--- src/rtl/unidade_controle_jogo.sv ---
// Memory-game control unit: Moore FSM sequencing address/limit counters, play register and timeout.
// Latency: play pulse -> verdict in 2 clocks (registra, comparacao); outputs follow state with no input paths.
// Backpressure: none; waits in espera_jogada for a play pulse (bounded by timeout when TIMEOUT_EN=1).
module unidade_controle_jogo #(
  parameter bit TIMEOUT_EN = 1'b1
) (
  input  logic       clock,
  input  logic       reset,
  input  logic       iniciar,
  input  logic       jogada_feita,
  input  logic       botoesIgualMemoria,
  input  logic       endecoIgualLimite,
  input  logic       fimL,
  input  logic       timeout,
  output logic       zeraE,
  output logic       contaE,
  output logic       zeraL,
  output logic       contaL,
  output logic       zeraR,
  output logic       registraR,
  output logic       contaT,
  output logic       pronto,
  output logic       acertou,
  output logic       errou,
  output logic       db_timeout,
  output logic [3:0] db_estado
);

  // State codes double as the debug display value, so they are fixed explicitly.
  typedef enum logic [3:0] {
    INICIAL        = 4'h0,
    PREPARACAO     = 4'h1,
    INICIO_RODADA  = 4'h2,
    ESPERA_JOGADA  = 4'h3,
    REGISTRA       = 4'h4,
    COMPARACAO     = 4'h5,
    PROXIMA_JOGADA = 4'h6,
    PROXIMA_RODADA = 4'h7,
    FIM_ACERTOU    = 4'hA,
    FIM_TIMEOUT    = 4'hC,
    FIM_ERROU      = 4'hE
  } estado_t;

  // Control/status bundle driven towards the datapath and the display.
  typedef struct packed {
    logic zera_e;
    logic conta_e;
    logic zera_l;
    logic conta_l;
    logic zera_r;
    logic registra_r;
    logic conta_t;
    logic pronto;
    logic acertou;
    logic errou;
    logic timeout;
  } ctrl_t;

  estado_t estado_q, estado_d;
  ctrl_t   ctrl_q, ctrl_d;
  logic    timeout_ativo;

  // Timeout only counts as an end condition when the feature is enabled.
  assign timeout_ativo = TIMEOUT_EN && timeout;

  // Moore decode of a state into its control word; unlisted states drive nothing.
  function automatic ctrl_t decodifica(input estado_t e);
    ctrl_t c;
    c = '0;
    case (e)
      PREPARACAO: begin
        c.zera_e = 1'b1;
        c.zera_l = 1'b1;
        c.zera_r = 1'b1;
      end
      INICIO_RODADA: begin
        c.zera_e = 1'b1;
        c.zera_r = 1'b1;
      end
      ESPERA_JOGADA:  c.conta_t    = 1'b1;
      REGISTRA:       c.registra_r = 1'b1;
      PROXIMA_JOGADA: c.conta_e    = 1'b1;
      PROXIMA_RODADA: c.conta_l    = 1'b1;
      FIM_ACERTOU: begin
        c.pronto  = 1'b1;
        c.acertou = 1'b1;
      end
      FIM_ERROU: begin
        c.pronto = 1'b1;
        c.errou  = 1'b1;
      end
      FIM_TIMEOUT: begin
        c.pronto  = 1'b1;
        c.timeout = 1'b1;
      end
      default: c = '0;
    endcase
    return c;
  endfunction

  // Next-state logic for the game sequence.
  always_comb begin
    estado_d = estado_q;
    case (estado_q)
      INICIAL: begin
        if (iniciar) estado_d = PREPARACAO;
      end
      PREPARACAO:    estado_d = INICIO_RODADA;
      INICIO_RODADA: estado_d = ESPERA_JOGADA;
      ESPERA_JOGADA: begin
        // A play arriving together with timeout still counts.
        if (jogada_feita)       estado_d = REGISTRA;
        else if (timeout_ativo) estado_d = FIM_TIMEOUT;
      end
      REGISTRA:      estado_d = COMPARACAO;
      COMPARACAO: begin
        // On the last round the limit counter is never incremented, so it cannot wrap.
        if (!botoesIgualMemoria)     estado_d = FIM_ERROU;
        else if (!endecoIgualLimite) estado_d = PROXIMA_JOGADA;
        else if (fimL)               estado_d = FIM_ACERTOU;
        else                         estado_d = PROXIMA_RODADA;
      end
      PROXIMA_JOGADA: estado_d = ESPERA_JOGADA;
      PROXIMA_RODADA: estado_d = INICIO_RODADA;
      FIM_ACERTOU, FIM_ERROU, FIM_TIMEOUT: begin
        if (iniciar) estado_d = PREPARACAO;
      end
      default: estado_d = INICIAL;
    endcase
  end

  // Control word for the state being entered, so registered outputs line up with the state register.
  always_comb begin
    ctrl_d = decodifica(estado_d);
  end

  // State and output registers; reset clears both without waiting for a clock edge.
  always_ff @(posedge clock or negedge reset) begin
    if (!reset) begin
      estado_q <= INICIAL;
      ctrl_q   <= '0;
    end else begin
      estado_q <= estado_d;
      ctrl_q   <= ctrl_d;
    end
  end

  assign zeraE      = ctrl_q.zera_e;
  assign contaE     = ctrl_q.conta_e;
  assign zeraL      = ctrl_q.zera_l;
  assign contaL     = ctrl_q.conta_l;
  assign zeraR      = ctrl_q.zera_r;
  assign registraR  = ctrl_q.registra_r;
  assign contaT     = ctrl_q.conta_t;
  assign pronto     = ctrl_q.pronto;
  assign acertou    = ctrl_q.acertou;
  assign errou      = ctrl_q.errou;
  assign db_timeout = ctrl_q.timeout;
  assign db_estado  = estado_q;

endmodule

--- config.mk ---
export PLATFORM = sky130hd
export DESIGN_NAME = unidade_controle_jogo
export DESIGN_NICKNAME = d
export VERILOG_FILES = /design/src/rtl/unidade_controle_jogo.sv
export SDC_FILE = /design/constraint.sdc
export NUM_CORES = 1
export LEC_CHECK = 0
export ABC_CLOCK_PERIOD_IN_PS = 2000
export CORE_MARGIN = 5
export CORE_UTILIZATION = 45
export CTS_BUF_LIST = sky130_fd_sc_hd__clkbuf_4 sky130_fd_sc_hd__clkbuf_8
export CTS_CLUSTER_DIAMETER = 80
export DETAILED_ROUTE_END_ITERATION = 8
export GPL_ROUTABILITY_DRIVEN = 0
export PLACE_DENSITY = 0.86
export SLEW_MARGIN = 20
export SYNTH_ARGS = -nofsm -noshare
export SYNTH_HDL_FRONTEND = slang
export SYNTH_SLANG_ARGS = --single-unit
export TNS_END_PERCENT = 1
--- constraint.sdc ---
create_clock -name clock -period 2 [get_ports clock]
set_clock_uncertainty 0.1 [all_clocks]
set_input_delay 0.5 -clock clock [delete_from_list [all_inputs] [get_ports clock]]
set_output_delay 0.5 -clock clock [all_outputs]
set_load 0.02 [all_outputs]
---- Word-level counts from Yosys, hierarchy flattened ----
Cells that the tools add are included.
storage, ports and cells
  input bits .............................. 8
  register bits ........................... 14
cells by class
  reduce and logical (&&, ||, !) cells .... 6
  multiplexer cells ....................... 17
  eq/ne operators ......................... 19
operators by type and width
  cell                count
  $eq 4x3->1 const B  7
  $eq 4x4->1 const B  6
  $mux 4              6
  $pmux 4 s6          1
  $eq 4x2->1 const B  4
  $mux 1              10
  $eq 4x1->1 const B  2
  $reduce_or 2->1     3
  $logic_not 4->1     1
  $reduce_or 4->1     1
  $reduce_or 3->1     1

---- Logic depth before layout (Yosys ltp) ----
Gate-level depths: netlist (run 1).
  depth in word-level cells ............... 7
  depth in mapped cells ................... 6
  mapped depth without buffers ............ 5

---- Least setup slack after synthesis (run 1) ----
OpenSTA, ideal clock, no wires.
  kind .................................... register to register
  from .................................... register estado_q[0] (netlist: db_estado[0])
  to ...................................... register ctrl_q, in the netlist registraR
  setup slack ............................. 336 ps
  arrival time ............................ 1468 ps
  stages on the path, launching flop included .. 7
  period minus slack after synthesis ...... 1664 ps
  cell sequence ........................... dfrtp_1 buf_6 nor2b_4 and3_1 nor3_4 inv_2 nor4_2
RTL lines
  what                    line  source
  start, declared         59    estado_t estado_q, estado_d;
  start signal, assigned  143   estado_q <= estado_d;
  end signal, assigned    144   ctrl_q <= ctrl_d;
  end, declared           60    ctrl_t ctrl_q, ctrl_d;

---- Final worst setup path (run 1) ----
  from .................................... register estado_q[3] (netlist: db_estado[3])
  to ...................................... output port db_estado[3]
RTL lines
  what           line  source
  end, declared  26    output logic [3:0] db_estado
No word-level cell between the ends.

==> flow_summary_export.csv, run 1 <==
group,metric,value,unit
status,outcome,"completed",
logic_synthesis,syn-instance-count,59,
grt,antenna_found_initial,0,
pwr,p_leak,0.460,nW
floorplan,core,1490,sq um
logic_synthesis,async_flop_share,1.00,
cells_and_area,stdcell_area,1000,sq um
routing,wl,1490,um
min_path,hp-class,"in -> async",
cells_and_area,layout-drive-gt1-share,0.289,
timing,slew_headroom,0.609,
floorplan,row_count,14,
logic_synthesis,syn_area,701,sq um
logic_synthesis,synth_xor_xnor_area_share,0.0250,
timing,rsz0062_at_grt,"no",
clocking,clockBufferDepth,2,
routing,drt-vias-per-instance,5.28,
routing,remaining_drc_errors,0,
timing,hold_viol,0,
cells_and_area,final_nets,99,
clocking,ctsHtreeMaxLevel,1,
clocking,cts-root-buf,"clkbuf_4",
logic_synthesis,synthSimpleGateAreaFrac,0.277,
clocking,cts_tree,"done",
routing,antenna_left,0,
timing,hold_slack,0.481,ns
clocking,clk_pin_slew,0.08,ns
clocking,cts_buffers,3,
routing,dr.pass1.iters,4,
logic_synthesis,synth_edf_count,0,
logic_synthesis,ys_seq_area_frac,0.500,
pwr,finalPower,1.54,mW
timing,worst_slew_pin_slew,0.584,ns
grt,grt-busiest-layer,"met2",
setup_path,max_stage_delay,0.62,ns
setup_path,crit_path_top_delay_cell,"clkdlybuf4s50_1",
setup_path,required,1.40,ns
grt,grt_max_degree,15,
timing,max_freq,533,MHz
logic_synthesis,yosysUniqueCellTypes,29,
grt,grt_remaining_overflow,0,
grt,grt_util_met2,0.234,
timing,finalSetupViolCount,0,
cells_and_area,area_delta_synth_final,43.4,%
setup_path,crit_chain,"clkdlybuf4s50_1",
grt,first_global_vias,553,
logic_synthesis,yosys_warnings,0,
cells_and_area,fill_cells,111,
floorplan,die_h,49.5,um
setup_path,cp.arrival,1.28,ns
logic_synthesis,synth_mux_area_frac,0,
routing,drtIter0Drc,7,
cells_and_area,diodes,0,
placed_design,numPortBuffers,22,
setup_path,worstSetupStartpointType,"flip-flop",
floorplan,die_area,2450,sq um
timing,period_share,0.938,
clocking,cts.sinks,14,
routing,detail_route.wl_per_cell,14.0,um
logic_synthesis,ys_top_cells_by_count,"dfrtp_1, nor2_1, nor3_1",
setup_path,worstSetupEndpointType,"output port",
setup_path,crit_fanout,3,
logic_synthesis,synth_area_leaders,"dfrtp_1, buf_6, o31ai_4",
timing,min_period,1.88,ns
floorplan,boundaryPins,23,
grt,met1_usage,0.167,
pwr,ir_drop,855,uV
grt,groute.usage.overall,0.147,
logic_synthesis,synth_top_flop_cell,"dfrtp_1",
pwr,p_per_area,1530,nW/um^2
logic_synthesis,synth_compound_area_frac,0.129,
setup_path,path_buf_inv,1,
timing,tns,0,ns
logic_synthesis,yosys.area.top_type,"dfrtp_1",
setup_path,path_class,"reg -> out",
placed_design,place_area,971,sq um
floorplan,dieWidth,49.5,um
placed_design,dp_hpwl,1230,um
logic_synthesis,avgSynthCellArea,11.9,sq um
logic_synthesis,post-synth-top-count-cell,"dfrtp_1",
clocking,clock_latency,0.28,ns
logic_synthesis,syn-num-nets,67,
flow_run,drv_cap,0,
grt,use_met3,0.0392,
grt,grt_pass1_wl,2640,um
logic_synthesis,yosysTopAreaCellShare,0.500,
logic_synthesis,synth_top_family_by_area,"simple AND/OR/NAND/NOR gates",
logic_synthesis,ys_seq_elements,14,
setup_path,critPathTopFamily,"buffers and inverters",
timing,maxSlewViolCount,0,
logic_synthesis,synth_fa_ha_area_frac,0,
floorplan,initial_core_util,0.471,
clocking,hold_buffers,0,
routing,vias,560,
-- state kept, by name, indices dropped and copies added (netlist names) --
| name | flops |
|---|---|
| errou | 1 |
| contaT | 1 |
| zeraR | 1 |
| contaL | 1 |
| pronto | 1 |
| registraR | 1 |
| db_estado | 4 |
| zeraL | 1 |
| db_timeout | 1 |
| acertou | 1 |
| contaE | 1 |
-- kinds of logic after synthesis --
family                 Yosys count
AO/OA/AOI/OAI                   10
AND/OR/NAND/NOR                 25
flip-flops                      14
XOR/XNOR                         2
buffers and inverters            8
-- layout make-up --
cell class | count | area, sq um | share of cell area
tap | 16 | 20.0 | 0.0199
clock buffer | 4 | 36.3 | 0.0361
inverter | 5 | 18.8 | 0.0187
sequential | 14 | 350 | 0.349
timing repair buffer | 30 | 278 | 0.276
multi-input combinational | 37 | 302 | 0.300
-- layout by cell type, fill, tap and decap left out, types with 2 or more instances in the layout --
cell type,n
a21oi_1,2
dfrtp_1,14
o21ai_0,2
inv_1,2
nor3_2,2
clkbuf_4,3
inv_2,3
clkdlybuf4s50_1,20
and3_1,2
dlygate4sd2_1,2
nand2_1,3
nor3_1,4
buf_4,8
nor2_1,5
-- timing repair --
| action | CTS | global route |
|---|---|---|
| buffers inserted | 0 | 0 |
| setup endpoints to repair | 2 | 0 |
| gates resized for setup | 2 | 0 |
-- per-stage QoR --
step | setup WS, ns | utilization | cells
3_5_place_dp | -0.0687 | 0.652 | 102
6_report | 0.123 | 0.675 | 106
4_1_cts | 0.103 | 0.675 | 106
5_1_grt | 0.0459 | 0.675 | 106
2_1_floorplan | 0.336 | - | 59
3_3_place_gp | -0.0185 | 0.652 | 102
-- final timing paths --
kind | startpoint | end | slack, ns | cells past startpoint
setup / recovery | db_estado[3] | db_estado[3] | 0.12 | 1
hold / removal | reset | pronto | 0.48 | 1
setup reg to reg | db_estado[1] | zeraR | 0.29 | 5
hold reg to reg | db_estado[0] | zeraL | 0.55 | 2
max in group asynchronous | reset | db_estado[3] | 0.94 | 1
min in group clock | db_estado[0] | zeraL | 0.55 | 2
-- per-layer routing --
metal | wire (um) | vias to the layer above
met4 | 53 | 0
met2 | 785 | 14
met5 | 0 | -
met3 | 75 | 4
met1 | 575 | 271
li1 | - | 271
-- where the power goes --
group / leakage, nW / switching [mW] / total, mW / internal (mW)
Combinational: 0.254 / 0.484 / 0.901 / 0.418
Sequential: 0.185 / 0.0661 / 0.440 / 0.374
Clock: 0.0210 / 0.0898 / 0.201 / 0.111
No activity file was read; power rests on OpenSTA's default activity.
==> inputs of run 2 (changes only) <==
- ABC_AREA: default -> 0
- TNS_END_PERCENT: 1 -> default
==> results of run 2 <==
The final DEF is identical to that of run 1; final timing and power are the same.
==> inputs of run 3 (changes only) <==
- CORE_UTILIZATION: 45 -> 46
- PLACE_DENSITY: 0.86 -> 0.91
==> flow_summary_export.csv, run 3 (synthesis gave the netlist of run 1 again) <==
group,metric,value,unit
routing,detail_route.wl_per_cell,14.8,um
grt,grt_remaining_overflow,0,
timing,period_share,0.947,
clocking,ctsHtreeMaxLevel,1,
setup_path,required,1.40,ns
routing,vias,564,
cells_and_area,final_common_cell,"clkdlybuf4s50_1",
routing,wl,1590,um
pwr,p_seq_frac,0.286,
timing,fin_ws,0.105,ns
cells_and_area,area_delta_synth_final,44.5,%
setup_path,crit_chain,"clkdlybuf4s50_1",
pwr,switchingPower,645,uW
routing,drtIter0Drc,5,
cells_and_area,stdcell_area,1010,sq um
floorplan,die_h,49.0,um
cells_and_area,largest_reg_flops,4,
floorplan,row_count,14,
setup_path,path_class,"reg -> out",
clocking,post_cts_buffers,0,
cells_and_area,layout_common_cells,"clkdlybuf4s50_1, dfrtp_1, buf_4",
clocking,clock_latency,0.27,ns
timing,rsz0062_at_grt,"no",
cells_and_area,fill_cells,113,
setup_path,worstSetupEndpointType,"output port",
clocking,cts_tree,"done",
placed_design,place_area,978,sq um
placed_design,dp_hpwl,1250,um
grt,grt_max_degree,15,
setup_path,worstSetupStartpointType,"flip-flop",
status,outcome,"completed",
routing,dr.pass1.iters,4,
clocking,cts.sinks,14,
setup_path,cp.arrival,1.29,ns
grt,groute.usage.overall,0.154,
cells_and_area,seqCellArea,350,sq um
flow_run,drv_cap,0,
clocking,clockBufferDepth,2,
setup_path,max_stage_delay,0.63,ns
timing,max_freq,528,MHz
pwr,p_sw_frac,0.417,
clocking,cts_buffers,3,
pwr,combPwrFrac,0.588,
setup_path,path_buf_inv,1,
cells_and_area,final_nets,100,
clocking,cts-root-buf,"clkbuf_4",
floorplan,dieWidth,49.0,um
floorplan,die_area,2400,sq um
cells_and_area,layout-drive-gt1-share,0.297,
timing,min_period,1.89,ns
timing,hold_viol,0,
pwr,power.clock.fraction,0.126,
pwr,internal_power,903,uW
cells_and_area,diodes,0,
cells_and_area,multi_input_area,302,sq um
timing,worst_slew_pin_slew,0.587,ns
clocking,hold_buffers,0,
setup_path,crit_path_top_delay_cell,"clkdlybuf4s50_1",
floorplan,initial_core_util,0.476,
min_path,hp-class,"in -> async",
timing,maxSlewViolCount,0,
clocking,clk_pin_slew,0.08,ns
floorplan,core,1470,sq um
grt,antenna_found_initial,0,
placed_design,numPortBuffers,22,
placed_design,dp_slack,-0.0525,ns
timing,finalSetupViolCount,0,
routing,antenna_left,0,
grt,first_global_vias,639,
pwr,p_leak,0.466,nW
setup_path,critPathTopFamily,"buffers and inverters",
routing,remaining_drc_errors,0,
timing,slew_headroom,0.607,
setup_path,crit_fanout,3,
pwr,ir_drop,942,uV
clocking,post_cts_resized,2,
routing,drt-vias-per-instance,5.27,
grt,grt_pass1_wl,2990,um
floorplan,boundaryPins,23,
pwr,p_per_area,1530,nW/um^2
[run 3: power by group through the flow]
stage          Sequential [mW]  Combinational (mW)  Clock, mW
2_1_floorplan            0.549               0.478          0
3_3_place_gp             0.444               0.891          0
3_5_place_dp             0.454               0.921          0
4_1_cts                  0.445               0.920      0.203
5_1_grt                  0.461               0.993      0.219
6_report                 0.443               0.911      0.194
[run 3: per-layer routing]
layer	wire, um	track usage	vias up
met3	100	0.0336	2
li1	-	-	275
met5	0	0	-
met2	832	0.259	18
met1	638	0.193	269
met4	13	0.0538	0
[run 3: per-stage QoR]
step           std cells  total power, mW  utilization  setup TNS [ns]  hold WS [ns]
2_1_floorplan         59             1.03            -               0         0.104
3_3_place_gp         103             1.34        0.665         -0.0638         0.508
3_5_place_dp         103             1.37        0.665          -0.111         0.529
4_1_cts              107             1.57        0.688               0         0.509
5_1_grt              107             1.67        0.688               0         0.552
6_report             107             1.55        0.688               0         0.497
[run 3: layout make-up]
class,count,area share
multi-input combinational,37,0.298
timing repair buffer,31,0.282
tap,16,0.0198
clock buffer,4,0.0358
sequential,14,0.346
inverter,5,0.0185
[run 3: worst reg2reg max path: stages (launching register included)]
cell     delay [ns]
dfrtp_1        0.51
nor2_1         0.16
nor4b_2        0.39
nor3_4         0.10
buf_4          0.16
nor3_1         0.19
[run 3: path summary, 6_finish.rpt]
path	from	endpoint	slack, ns	cells after the start
worst max-delay path	db_estado[3]	db_estado[3]	0.11	1
worst min-delay path	reset	pronto	0.50	1
worst max register to register	db_estado[2]	db_timeout	0.31	5
worst min register to register	db_estado[0]	zeraL	0.53	2
max in group asynchronous	reset	db_estado[1]	0.92	1
min in group clock	db_estado[0]	zeraL	0.53	2
